==> config.mk <==
export PLATFORM = sky130hd
export DESIGN_NAME = split_two_outputs
export DESIGN_NICKNAME = d
export VERILOG_FILES = /design/src/rtl/split_two_outputs_pkg.sv /design/src/rtl/split_two_outputs_out_lane.sv /design/src/rtl/split_two_outputs.sv
export SDC_FILE = /design/constraint.sdc
export NUM_CORES = 1
export LEC_CHECK = 0
export CORE_ASPECT_RATIO = 0.8
export CORE_MARGIN = 2
export CORE_UTILIZATION = 40
export CTS_CLUSTER_DIAMETER = 50
export DETAILED_ROUTE_END_ITERATION = 16
export DONT_BUFFER_PORTS = 1
export GPL_ROUTABILITY_DRIVEN = 0
export SLEW_MARGIN = 20
export SYNTH_ARGS = -nofsm -noshare
export SYNTH_HDL_FRONTEND = slang
export SYNTH_SLANG_ARGS = --single-unit
==> constraint.sdc <==
create_clock -name clock -period 4.2 [get_ports clock]
set_input_delay 0.84 -clock clock [delete_from_list [all_inputs] [get_ports clock]]
set_output_delay 0.84 -clock clock [all_outputs]
set_load 0.02 [all_outputs]
==> src/rtl/split_two_outputs_pkg.sv <==
// Shared definitions for the fan-out stage: default sample width and split mode.
package split_two_outputs_pkg;

    localparam int SPLIT_DATA_WIDTH = 32;

    typedef enum logic {
        SPLIT_BCAST = 1'b0,
        SPLIT_DEINT = 1'b1
    } split_mode_t;

endpackage

==> src/rtl/split_two_outputs_out_lane.sv <==
// One downstream branch: remembers an owed write and issues it only while the FIFO has room.
module split_out_lane
    import split_two_outputs_pkg::*;
#(
    parameter int DATA_WIDTH = SPLIT_DATA_WIDTH
) (
    input  logic                  clock,
    input  logic                  reset,
    input  logic                  en,
    input  logic                  set,
    input  logic                  clr,
    input  logic                  full,
    input  logic [DATA_WIDTH-1:0] hold,
    output logic                  wr_en,
    output logic                  pend,
    output logic [DATA_WIDTH-1:0] din
);

    logic pend_q;
    logic pend_d;

    always_ff @(posedge clock or posedge reset) begin
        if (reset) begin
            pend_q <= 1'b0;
        end else begin
            pend_q <= pend_d;
        end
    end

    always_comb begin
        wr_en  = en & pend_q & ~full;
        din    = wr_en ? hold : '0;
        pend_d = pend_q;
        if (clr) begin
            pend_d = 1'b0;
        end else if (set) begin
            pend_d = 1'b1;
        end else if (wr_en) begin
            pend_d = 1'b0;
        end
    end

    assign pend = pend_q;

endmodule

==> src/rtl/split_two_outputs.sv <==
// Fan-out stage: pops one sample from upstream and delivers it to FIFO A and/or B,
// either broadcasting every sample or deinterleaving even/odd samples.
module split_two_outputs
    import split_two_outputs_pkg::*;
#(
    parameter int DATA_WIDTH = SPLIT_DATA_WIDTH,
    parameter int MODE       = 0
) (
    input  logic                  clock,
    input  logic                  reset,
    output logic                  in_rd_en,
    input  logic                  in_empty,
    input  logic [DATA_WIDTH-1:0] in_dout,
    output logic                  outA_wr_en,
    input  logic                  outA_full,
    output logic [DATA_WIDTH-1:0] outA_din,
    output logic                  outB_wr_en,
    input  logic                  outB_full,
    output logic [DATA_WIDTH-1:0] outB_din
);

    typedef enum logic [1:0] {
        S_READ  = 2'b01,
        S_WRITE = 2'b10
    } state_t;

    localparam split_mode_t SPLIT_MODE = (MODE == 1) ? SPLIT_DEINT : SPLIT_BCAST;

    state_t                state_q, state_d;
    logic [DATA_WIDTH-1:0] hold_q, hold_d;
    logic                  sel_q, sel_d;
    logic                  set_a, set_b, clr_pend;
    logic                  write_phase;
    logic                  pend_a, pend_b;

    always_ff @(posedge clock or posedge reset) begin
        if (reset) begin
            state_q <= S_READ;
            hold_q  <= '0;
            sel_q   <= 1'b0;
        end else begin
            state_q <= state_d;
            hold_q  <= hold_d;
            sel_q   <= sel_d;
        end
    end

    // A branch that owes nothing counts as done, so one stalled branch never blocks the other.
    always_comb begin
        state_d  = state_q;
        hold_d   = hold_q;
        sel_d    = sel_q;
        set_a    = 1'b0;
        set_b    = 1'b0;
        clr_pend = 1'b0;
        case (state_q)
            S_READ: begin
                if (!in_empty) begin
                    hold_d  = in_dout;
                    state_d = S_WRITE;
                    if (SPLIT_MODE == SPLIT_DEINT) begin
                        set_a = ~sel_q;
                        set_b = sel_q;
                        sel_d = ~sel_q;
                    end else begin
                        set_a = 1'b1;
                        set_b = 1'b1;
                    end
                end
            end
            S_WRITE: begin
                if ((!pend_a || outA_wr_en) && (!pend_b || outB_wr_en)) begin
                    state_d = S_READ;
                end
            end
            default: begin
                state_d  = S_READ;
                clr_pend = 1'b1;
            end
        endcase
    end

    always_comb begin
        write_phase = (state_q == S_WRITE);
        in_rd_en    = (state_q == S_READ) && !in_empty && !reset;
    end

    split_out_lane #(.DATA_WIDTH(DATA_WIDTH)) u_lane_a (
        .clock (clock),
        .reset (reset),
        .en    (write_phase),
        .set   (set_a),
        .clr   (clr_pend),
        .full  (outA_full),
        .hold  (hold_q),
        .wr_en (outA_wr_en),
        .pend  (pend_a),
        .din   (outA_din)
    );

    split_out_lane #(.DATA_WIDTH(DATA_WIDTH)) u_lane_b (
        .clock (clock),
        .reset (reset),
        .en    (write_phase),
        .set   (set_b),
        .clr   (clr_pend),
        .full  (outB_full),
        .hold  (hold_q),
        .wr_en (outB_wr_en),
        .pend  (pend_b),
        .din   (outB_din)
    );

endmodule

==> impl_metrics.yaml <==
route:
  detail-route-antenna-nets: 0
  avgRoutedWirePerCell_um: 16.36
  drc: 0
  routed_wl_um: 3698
  dr.first_iter.drc_count: 38
  via_count: 1143
  firstDrtPassIters: 2
  via_per_inst: 5.058
clock_network:
  cts_root_buf: "clkbuf_8"
  cts_buffer_depth: 2
  insertion_delay_ps: 270
  cts_made_buffers: 5
  cts_resized: 0
  clock-sinks: 36
  postCtsHoldBufs: 0
  path_clk_slew_ps: 70
  tritoncts: "built"
  htreeDepth: 2
  cts_setup_buffers: 0
placed_design:
  dp_hpwl_um: 2529
  portBuffers: 0
sta:
  slew_headroom_pct: 31.92
  fin_tns_setup_ps: 0
  setup_viol: 0
  fin_crit_ps: 3009
  hold_viol_final: 0
  skew_ps: 3.699
  period_share_pct: 71.65
  rsz0062_at_grt: "false"
  fmax_ghz: 0.3323
  slew_violations: 0
  tightest_slew_ps: 1020
global_route:
  antenna_found_initial: 0
  track_usage_pct: 13.92
  grt_pass1_vias: 1135
  grt-busiest-layer: "met2"
  use_met2_pct: 23.79
  use_met3_pct: 4.768
  grt_pass1_wl_um: 5927
  overflow: 0
  grt_max_degree: 37
  use_met1_pct: 16.73
final_layout:
  area_growth_pct: 5.138
  drive_gt1_share_pct: 27.71
  antenna-diode-count: 0
  postLayoutCoreUtil_pct: 44.60
  nets: 204
  final_cell_mix: "and2_1 (65), dfrtp_1 (35), mux2_4 (27), clkbuf_8 (6)"
  final_common_cell: "and2_1"
synthesis:
  avgSynthCellArea_sq_um: 12.18
  synth_cell_types: 20
  synth_area_sq_um: 1997
  synth_seq_area_share_pct: 45.18
  synthTopCellsByArea: "dfrtp_1 (44%), and2_1 (20%), mux2_4 (20%), mux2_2 (2.8%), buf_12 (2.0%)"
  syn-num-nets: 203
  synth-seq-cells: 36
  yosys.area.top_type: "dfrtp_1"
  syn_inst: 164
  synth_top_area_share_pct: 43.86
  ys_warn_count: 0
run_status:
  status: "complete, no violations"
floorplan:
  io_pins: 104
  core_sq_um: 4707
  start_util_pct: 42.42
  die_h_um: 67.20
  floorplan.rows: 22
  die_w_um: 83.00
  die_area_sq_um: 5577
power_and_ir_drop:
  peakVddDrop_v: 0.0002101
  leakage_uw: 0.0009766
  power_uw: 1357
  p_per_area_nw_per_um2: 646.4
critical_path:
  cp_max_fo: 33
  crit_type: "reg2out"
  cp-start-kind: "flop"
  critPathRequiredTime_ps: 3360
  cp-end-kind: "output pin"
  r2r_slack_ps: 2340
  cp.arrival_ps: 2170
job:
  drv_cap: 0
hold_path:
  holdCritPathClass: "reg2reg"
-- where the power goes --
| group | switching, uW | internal [uW] | leakage [uW] | total (uW) |
|---|---|---|---|---|
| Sequential | 118 | 527 | 0.000425 | 645 |
| Clock | 107 | 134 | 0.0000455 | 240 |
| Combinational | 178 | 293 | 0.000506 | 472 |
-- flip-flops by register name, indices dropped and copies added, names as in the netlist --
signal and flops:
u_lane_b.pend 1, state_q 2, hold_q 32, u_lane_a.pend 1
-- critical path, stage by stage (launching register included) --
cell	delay [ps]
dfstp_2	370
inv_1	60
ha_1	210
nand2b_1	100
nor2_2	780
and2_1	370
-- metal layers --
metal / vias up / share of wire (%)
li1: 522 / -
met1: 546 / 44
met2: 73 / 48
met3: 2 / 8.0
met4: 0 / 0.68
met5: - / 0
-- Yosys cell counts (all sizes together) --
cell,number
and2,65
dfrtp,35
mux2,32
buf,6
inv,5
clkbuf,4
nor2,4
a21oi,3
ha,2
nand2b,2
a21o,1
a22o,1
dfstp,1
nor2b,1
o21a,1
o21ai,1
-- kinds of logic after synthesis --
kind of cell	count (synthesis)	synth area share, %
and+or+nand+nor	72	22.68
AOI/OAI and AO/OA	7	2.193
DFF	36	45.18
muxes	32	23.12
buffers and inverters	15	5.577
adders and majority gates	2	1.253
-- stage by stage --
stage                     setup WS (ps)  hold slack [ps]  std cells  instance area (sq um)
after floorplan                    1404            486.2        164                   1997
after global placement             1262            500.1        218                   2009
after detailed placement           1166            505.6        218                   2009
after CTS                          1112            524.2        226                   2100
after global routing              960.1            542.8        226                   2100
final                              1191            516.9        226                   2100
-- final timing paths --
kind | startpoint | end | cells after the start
setup reg to reg | state_q[0] | hold_q[7] | 4
max in group asynchronous | reset | state_q[0] | 2
min in group asynchronous | reset | hold_q[12] | 2
hold reg to reg | state_q[0] | state_q[0] | 2
hold / removal | state_q[0] | state_q[0] | 2
setup / recovery | state_q[0] | outB_din[1] | 5
-- layout make-up --
| type | count | area (sq um) |
|---|---|---|
| fill | 438 | 2608 |
| multi-input combinational | 113 | 983.4 |
| sequential | 36 | 902.1 |
| clock buffer | 8 | 90.09 |
| tap | 60 | 75.07 |
| timing repair buffer | 4 | 30.03 |
| inverter | 5 | 18.77 |
Power figures use the tool's default switching activity.
